[src/rtl/ifu_pkg.sv]
//------------------------------------------------------------------------------
// Module  : ifu_pkg
// Brief   : Shared types and constants for the instruction fetch unit.
// Revision: 1.0 - initial release
//------------------------------------------------------------------------------
`default_nettype none

package ifu_pkg;

   localparam logic [31:0] RESET_PC_DEFAULT = 32'h0000_0000;
   localparam logic [31:0] NOP_INSTR        = 32'h0000_0000;

   typedef struct packed {
      logic [31:0] pc;
      logic [31:0] instr;
   } ifu_entry_t;

endpackage : ifu_pkg

`default_nettype wire

[src/rtl/ifu_fifo.sv]
//------------------------------------------------------------------------------
// Module  : ifu_fifo
// Brief   : Synchronous FIFO of PC-tagged instructions; flush beats push.
// Revision: 1.0 - initial release
//------------------------------------------------------------------------------
`default_nettype none

module ifu_fifo
   import ifu_pkg::*;
#(
   parameter int DEPTH = 2,
   parameter int CW    = $clog2(DEPTH + 1)
) (
   input  logic          clk,
   input  logic          rst,
   input  logic          push,
   input  ifu_entry_t    push_data,
   input  logic          pop,
   input  logic          flush,
   output ifu_entry_t    head,
   output logic [CW-1:0] count,
   output logic          full,
   output logic          empty
);

   localparam int            PW      = (DEPTH > 1) ? $clog2(DEPTH) : 1;
   localparam logic [PW-1:0] C_LAST  = PW'(DEPTH - 1);
   localparam logic [CW-1:0] C_DEPTH = CW'(DEPTH);

   ifu_entry_t    r_mem [DEPTH];
   logic [PW-1:0] r_wr;
   logic [PW-1:0] r_rd;
   logic [CW-1:0] r_count;
   logic          w_do_push;
   logic          w_do_pop;

   function automatic logic [PW-1:0] ptr_next(input logic [PW-1:0] p);
      return (p == C_LAST) ? '0 : p + 1'b1;
   endfunction

   assign empty     = (r_count == '0);
   assign full      = (r_count == C_DEPTH);
   assign count     = r_count;
   assign head      = r_mem[r_rd];
   assign w_do_pop  = pop && !empty;
   // A full FIFO still accepts a push when the head leaves in the same cycle.
   assign w_do_push = push && (!full || w_do_pop);

   always_ff @(posedge clk) begin
      if (!rst) begin
         r_wr    <= '0;
         r_rd    <= '0;
         r_count <= '0;
         for (int i = 0; i < DEPTH; i++) begin
            r_mem[i] <= ifu_entry_t'{pc: 32'h0, instr: NOP_INSTR};
         end
      end else if (flush) begin
         r_wr    <= '0;
         r_rd    <= '0;
         r_count <= '0;
      end else begin
         if (w_do_push) begin
            r_mem[r_wr] <= push_data;
            r_wr        <= ptr_next(r_wr);
         end
         if (w_do_pop) begin
            r_rd <= ptr_next(r_rd);
         end
         if (w_do_push && !w_do_pop) begin
            r_count <= r_count + 1'b1;
         end else if (!w_do_push && w_do_pop) begin
            r_count <= r_count - 1'b1;
         end
      end
   end

endmodule : ifu_fifo

`default_nettype wire

[src/rtl/instr_fetch_unit.sv]
//------------------------------------------------------------------------------
// Module  : instr_fetch_unit
// Brief   : PC-driven fetch initiator with credit-limited issue and a fetch
//           buffer; IFU_BYPASS_EN enables a same-cycle path around empty FIFO.
// Revision: 1.0 - initial release
//------------------------------------------------------------------------------
`default_nettype none

module instr_fetch_unit
   import ifu_pkg::*;
#(
   parameter logic [31:0] RESET_PC   = RESET_PC_DEFAULT,
   parameter int          IMEM_WORDS = 64,
   parameter int          FIFO_DEPTH = 2
) (
   input  logic        clk,
   input  logic        rst,
   output logic        RE_mem1,
   output logic [31:0] mem_address,
   input  logic [31:0] Mem_out,
   input  logic        redirect_valid,
   input  logic [31:0] redirect_pc,
   output logic        if_valid,
   input  logic        if_ready,
   output logic [31:0] if_instr,
   output logic [31:0] if_pc
);

   localparam int            CW          = $clog2(FIFO_DEPTH + 1);
   localparam logic [CW:0]   C_DEPTH     = (CW + 1)'(FIFO_DEPTH);
   localparam logic [31:0]   C_ADDR_MASK = 32'(IMEM_WORDS - 1);

   logic [31:0]   r_pc;
   logic [31:0]   r_req_pc;
   logic          r_inflight;
   logic          r_run;

   ifu_entry_t    w_head;
   ifu_entry_t    w_push_data;
   logic [CW-1:0] w_fifo_count;
   logic          w_fifo_full;
   logic          w_fifo_empty;
   logic          w_push;
   logic          w_pop;
   logic          w_xfer;
   logic          w_bypass;
   logic          w_issue;
   logic [CW:0]   w_used;

   ifu_fifo #(
      .DEPTH (FIFO_DEPTH)
   ) u_fifo (
      .clk       (clk),
      .rst       (rst),
      .push      (w_push),
      .push_data (w_push_data),
      .pop       (w_pop),
      .flush     (redirect_valid),
      .head      (w_head),
      .count     (w_fifo_count),
      .full      (w_fifo_full),
      .empty     (w_fifo_empty)
   );

`ifdef IFU_BYPASS_EN
   assign w_bypass = w_fifo_empty && r_inflight && !redirect_valid;
   assign if_valid = !w_fifo_empty || w_bypass;
   assign if_instr = w_bypass ? Mem_out  : w_head.instr;
   assign if_pc    = w_bypass ? r_req_pc : w_head.pc;
`else
   assign w_bypass = 1'b0;
   assign if_valid = !w_fifo_empty;
   assign if_instr = w_head.instr;
   assign if_pc    = w_head.pc;
`endif

   assign w_xfer      = if_valid && if_ready;
   assign w_pop       = !w_fifo_empty && if_ready && !redirect_valid;
   // The response landing in a redirect cycle belongs to the old path and is dropped by the flush.
   assign w_push      = r_inflight && !redirect_valid && !(w_bypass && if_ready);
   assign w_push_data = ifu_entry_t'{pc: r_req_pc, instr: Mem_out};

   // Buffered plus in-flight words may never exceed the buffer depth.
   assign w_used  = {1'b0, w_fifo_count}
                  + {{CW{1'b0}}, r_inflight}
                  - {{CW{1'b0}}, w_xfer};
   assign w_issue = r_run && !redirect_valid && (w_used < C_DEPTH)
                  && (!w_fifo_full || w_xfer);

   assign RE_mem1     = w_issue;
   assign mem_address = r_run ? ({2'b00, r_pc[31:2]} & C_ADDR_MASK) : 32'h0;

   always_ff @(posedge clk) begin
      if (!rst) begin
         r_pc       <= RESET_PC;
         r_req_pc   <= 32'h0;
         r_inflight <= 1'b0;
         r_run      <= 1'b0;
      end else begin
         r_run      <= 1'b1;
         r_inflight <= w_issue;
         if (redirect_valid) begin
            r_pc <= redirect_pc & ~32'h3;
         end else if (w_issue) begin
            r_pc     <= r_pc + 32'd4;
            r_req_pc <= r_pc;
         end
      end
   end

endmodule : instr_fetch_unit

`default_nettype wire

[config.mk]
export PLATFORM = sky130hd
export DESIGN_NAME = instr_fetch_unit
export DESIGN_NICKNAME = d
export VERILOG_FILES = /design/src/rtl/ifu_pkg.sv /design/src/rtl/ifu_fifo.sv /design/src/rtl/instr_fetch_unit.sv
export SDC_FILE = /design/constraint.sdc
export NUM_CORES = 1
export LEC_CHECK = 0
export ABC_AREA = 1
export CORE_UTILIZATION = 57
export CTS_CLUSTER_DIAMETER = 120
export DETAILED_ROUTE_END_ITERATION = 10
export PLACE_DENSITY = 0.87
export SLEW_MARGIN = 20
export SYNTH_ARGS = -nofsm -noshare
export SYNTH_HDL_FRONTEND = slang
export SYNTH_HIERARCHICAL = 1
export SYNTH_SLANG_ARGS = --single-unit
[constraint.sdc]
create_clock -name clk -period 9.15 [get_ports clk]
set_input_delay 1.3725 -clock clk [delete_from_list [all_inputs] [get_ports clk]]
set_output_delay 1.3725 -clock clk [all_outputs]
set_load 0.01 [all_outputs]
==> out/metrics.yaml, run 1 <==
status: "finished clean"
io_pins: 166
grt_pass1_vias: 6564
syn2layout_area_growth_pct: 20.8
fin_util_pct: 70.4
numCtsBuffers: 17
synth_seq_area_share_pct: 56.2
hold_path_depth: 2
grt_usage_pct: 24.3
max_freq_ghz: 0.188
netlist_instances: 980
path_max_fanout: 43
drv_slew: 0
nFillCells: 1144
p_sw_mw: 0.441
drt-initial-drc-count: 599
gp_congestion: 0.860
comb_power_share_pct: 8.8
antenna_found_initial: 0
cp_data_required_time_ns: 7.78
slowest_delay_ns: 0.54
maxCapViolCount: 0
antenna_cells: 0
ctsHtreeMaxLevel: 4
wl_per_cell_um: 14.8
slew_headroom_pct: 28.9
tightest_slew_ns: 1.06
cts_buffer_depth: 2
clk_latency_ns: 0.44
finalHoldViolCount: 0
crit_buf_inv: 4
worstSetupPathType: "input port to output pin"
die_area_um2: 16700
fin_setup_tns_ns: 0
grt_start_max_net_pins: 66
hold_ws_ns: 0.467
arrival_ns: 3.94
power_frac_clock_pct: 38.8
drt_wl_total_um: 19700
power.total_mw: 1.90
hold_path.class: "register to register"
worst_slack_ns: 3.84
rsz0062_at_grt: "no"
async_flop_share_pct: 0
crit_path_top_delay_cell: "clkdlybuf4s50_1"
synth_commonest_cells: "nor2_1, nand2_1, inv_1"
viasPerCell: 5.12
fp.dieH_um: 129
drt_first_pass_iters: 5
cts_hold_buf: 0
fin_skew_ns: 0.0126
place_hpwl_um: 12900
internal_power_mw: 1.45
chipWidth_um: 129
synth_seq_cells: 195
synth_area_um2: 9220
critPathLaunchType: "input port"
swShare_pct: 23.3
row_count: 46
synth_edf_count: 128
synth_most_common_cell: "nor2_1"
cts_tree: "yes"
cts_sinks: 195
syn_area_per_cell_um2: 9.41
cts_root_buffer: "clkbuf_16"
synth_top_area_cell: "edfxtp_1"
vdd_drop_max_mv: 0.147
postCtsSetupBuffers: 0
io_buffers: 137
leakage_nw: 4.42
stdcell_area_um2: 11100
multi_input_area_um2: 3140
num_vias: 6826
power.density_nw_per_um2: 170
synth_warnings: 6
end_kind: "output pin"
reg2reg_depth: 16
yosys.area.top_type_share_pct: 41.7
reg2reg_from: "u_fifo/count[1]"
setup_violations: 0
power_frac_seq_pct: 52.5
pre_cts_slack_ns: 3.86
cp_top_family: "buffers and inverters"
period_share_pct: 58.1
drcViolationCount: 0
grt-ovfl-total: 0
placeableCoreArea_um2: 15800
nNetsFinal: 1175
min_to: "r_req_pc[15]"
r2r_setup_slack_ns: 5.96
ant_nets: 0
crit_chain: "clkdlybuf4s50_1 > nand2_1 > nor2_1 > o21ai_0 > fa_1 > nand2_1 > nor2_1 > nand3_2 > buf_4 > inv_2 > clkdlybuf4s50_1"
synthDistinctLibCells: 37
drive_gt1_share_pct: 11.7
placed_area_um2: 10600
regArea_um2: 5190
synth_flop_cell: "edfxtp_1"
r2r_end: "r_pc[15]"
grt_pass1_wl_um: 31100
min_from: "r_req_pc[15]"
netlist_top_cells_area: "edfxtp_1, dfxtp_1, mux2_2"
clkTransAtPathRegs_ns: 0.07
dp_cells: 1301
cts.repair.resized: 0
period_needed_ns: 5.31
initial_core_util_pct: 58.3
stdcell_count: 1333
==> power by group through the flow <==
stage | logic (mW) | registers (mW) | clock network [mW]
after floorplan | 0.101 | 1.01 | 0
after global placement | 0.161 | 1.01 | 0
after detailed placement | 0.165 | 1.01 | 0
after CTS | 0.167 | 0.993 | 0.741
after global routing | 0.183 | 0.998 | 0.773
final | 0.166 | 0.994 | 0.735
==> layout by cell type (no fill, tap or decap), drive strengths merged, types with 3 or more instances in the layout <==
master,synthesis,routed
a21oi,36,36
a31oi,5,5
buf,61,9
clkbuf,7,17
clkdlybuf4s50,0,137
clkinv,0,4
clkinvlp,0,3
conb,1,28
dfxtp,67,67
edfxtp,128,128
inv,139,145
mux2,64,64
nand2,168,168
nand3,29,29
nand3b,7,7
nand4,8,8
nor2,192,192
nor3,8,8
o21a,3,3
o21ai,37,37
o22ai,4,4
o31ai,3,3
xor2,5,5
==> final cells by class <==
class,count,area share [%]
sequential,195,46.6
multi-input combinational,605,28.2
timing repair buffer,146,12.9
inverter,139,4.68
clock buffer,17,3.82
tap,216,2.43
clock inverter,15,1.38
==> flip-flops by register name, indices dropped and copies added, names as in the netlist, named ones only <==
signal        cells
r_pc             30
r_req_pc         30
u_fifo/r_wr       1
u_fifo/r_rd       1
r_run             1
u_fifo/r_mem    128
u_fifo/count      2
r_inflight        1
==> logic make-up (layout without fill, tap and decap cells) <==
logic type | count (synthesis) | after routing | share of synthesized area (%)
flops | 195 | 195 | 56.2
other cells | 1 | 28 | 0.0407
compound gates | 90 | 90 | 5.22
mux | 64 | 64 | 7.82
xor+xnor | 6 | 6 | 0.570
simple gates | 414 | 414 | 18.8
fa+ha+maj | 3 | 3 | 0.488
buf+inv | 207 | 317 | 10.8
==> worst max path at each step <==
stage / cells past startpoint / slack (ns) / endpoint / startpoint
after detailed placement: 11 / 3.86 / RE_mem1 / if_ready
after global routing: 11 / 3.65 / RE_mem1 / if_ready
after CTS: 11 / 3.83 / RE_mem1 / if_ready
after global placement: 11 / 3.90 / RE_mem1 / if_ready
after floorplan: 9 / 4.96 / RE_mem1 / if_ready
final: 11 / 3.84 / RE_mem1 / if_ready
==> per-layer routing <==
metal | vias to the layer above | share of wire (%) | track usage (%)
met5 | - | 0 | 0
met4 | 0 | 1.5 | 8.86
met3 | 24 | 6.9 | 4.21
met2 | 285 | 49 | 42.3
met1 | 3166 | 42 | 30.3
li1 | 3351 | - | -
==> worst min-delay path, stage by stage, from the launching register on <==
cell	delay, ns
dfxtp_1	0.31
nand2_1	0.06
a21oi_1	0.05
No activity file was read; power rests on OpenSTA's default activity.
==> run 2, diff against run 1 <==
Settings changed: CORE_UTILIZATION 57 to 48, PLACE_DENSITY 0.87 to 0.78.
Clock period 9.15 ns to 4.6 ns, I/O delays scaled along.
==> run 2 against run 1 <==
- global-route usage is 4.0 points lower
- critical path depth fell by 1
- clock skew shrank 0.0063 ns
- hold slack better by 0.00079 ns
- utilization decreased by 11 points
==> out/metrics.yaml, run 2 (same netlist as run 1, synthesis figures left out) <==
internal_power_mw: 2.90
antenna_cells: 0
path_max_fanout: 4
max_freq_ghz: 0.267
grt_usage_pct: 20.2
cts_sinks: 195
setup_violations: 0
chipWidth_um: 141
tightest_slew_ns: 1.03
dp_cells: 1319
min_from: "r_req_pc[19]"
rsz0062_at_grt: "no"
leakage_nw: 4.43
placeableCoreArea_um2: 18800
row_count: 50
fin_skew_ns: 0.00638
drive_gt1_share_pct: 12.0
wl_per_cell_um: 14.4
crit_start: "if_ready"
drt_first_pass_iters: 5
arrival_ns: 3.05
crit_path_top_delay_cell: "clkdlybuf4s50_1"
initial_core_util_pct: 49.1
grt_pass1_vias: 6418
ctsHtreeMaxLevel: 4
period_needed_ns: 3.74
crit_buf_inv: 3
syn2layout_area_growth_pct: 21.4
power.density_nw_per_um2: 339
nNetsFinal: 1175
drt-initial-drc-count: 535
stdcell_count: 1351
gp_congestion: 0.860
clkTransAtPathRegs_ns: 0.07
top_regs: "u_fifo/r_mem x128, r_pc x30, r_req_pc x30"
max_flop_register: "u_fifo/r_mem"
clk_latency_ns: 0.43
stdcell_area_um2: 11200
cp_data_required_time_ns: 3.91
swShare_pct: 23.5
cts_tree: "yes"
grt-ovfl-total: 0
finalHoldViolCount: 0
reg2reg_from: "u_fifo/count[1]"
drcViolationCount: 0
num_vias: 6769
drv_slew: 0
io_buffers: 137
grt_pass1_wl_um: 30900
postCtsSetupBuffers: 0
status: "finished clean"
worstSetupPathType: "input port to output pin"
cp_top_family: "buffers and inverters"
critPathLaunchType: "input port"
cts_buffer_depth: 2
antenna_found_initial: 0
cts_hold_buf: 0
numCtsBuffers: 17
final_common_cell: "nor2_1"
viasPerCell: 5.01
vdd_drop_max_mv: 0.249
power_frac_clock_pct: 39.2
cts.repair.resized: 0
multi_input_area_um2: 3140
comb_power_share_pct: 8.8
nFillCells: 1601
maxCapViolCount: 0
slew_headroom_pct: 30.6
grt_start_max_net_pins: 66
period_share_pct: 81.4
p_sw_mw: 0.894
cts_root_buffer: "clkbuf_16"
regArea_um2: 5190
hold_ws_ns: 0.468
place_hpwl_um: 12600
fin_setup_tns_ns: 0
slowest_delay_ns: 0.54
power_frac_seq_pct: 52.0
placed_area_um2: 10600
drt_wl_total_um: 19500
end_kind: "output pin"
fp.dieH_um: 141
crit_chain: "clkdlybuf4s50_1 > nand2_1 > nor2_1 > o21ai_0 > fa_1 > nand2_1 > nor2_1 > nand3_2 > inv_2 > clkdlybuf4s50_1"
largest_reg_flops: 128
ant_nets: 0
power.total_mw: 3.80
layout_common_cells: "nor2_1, nand2_1, clkdlybuf4s50_1"
hold_path.class: "register to register"
io_pins: 166
die_area_um2: 19800
-- run 2: metal layers --
metal | vias up | part of all wire [%] | track usage (%)
li1 | 3352 | - | -
met1 | 3153 | 44 | 25.0
met2 | 244 | 49 | 35.5
met3 | 20 | 6.0 | 4.04
met4 | 0 | 1.5 | 6.75
met5 | - | 0 | 0
-- run 2: layout make-up --
| type | count | share of cell area [%] |
|---|---|---|
| clock buffers | 17 | 3.80 |
| clock inverters | 15 | 1.52 |
| inverters | 139 | 4.66 |
| multi-input cells | 605 | 28.1 |
| flip-flops and latches | 195 | 46.3 |
| well taps | 234 | 2.62 |
| repair buffers | 146 | 13.0 |
-- run 2: worst paths after layout --
| kind | endpoint | slack [ns] | cells past startpoint |
|---|---|---|---|
| min reg2reg | r_req_pc[19] | 0.47 | 1 |
| max reg2reg | r_pc[17] | 1.33 | 17 |
| min | r_req_pc[19] | 0.47 | 1 |
| max | RE_mem1 | 0.86 | 10 |
-- run 2: per-stage QoR --
stage / util, % / worst slack [ns]
after CTS: 59.6 / 0.841
final: 59.6 / 0.855
after detailed placement: 56.5 / 0.920
after global placement: 56.5 / 0.943
after global routing: 59.6 / 0.735
after floorplan: - / 1.09
-- run 2: power by group through the flow --
stage | Sequential, mW | Combinational (mW) | Clock (mW)
after floorplan | 2.00 | 0.200 | 0
after global placement | 2.01 | 0.328 | 0
after detailed placement | 2.01 | 0.331 | 0
after CTS | 1.97 | 0.334 | 1.52
after global routing | 1.98 | 0.365 | 1.59
final | 1.98 | 0.333 | 1.49
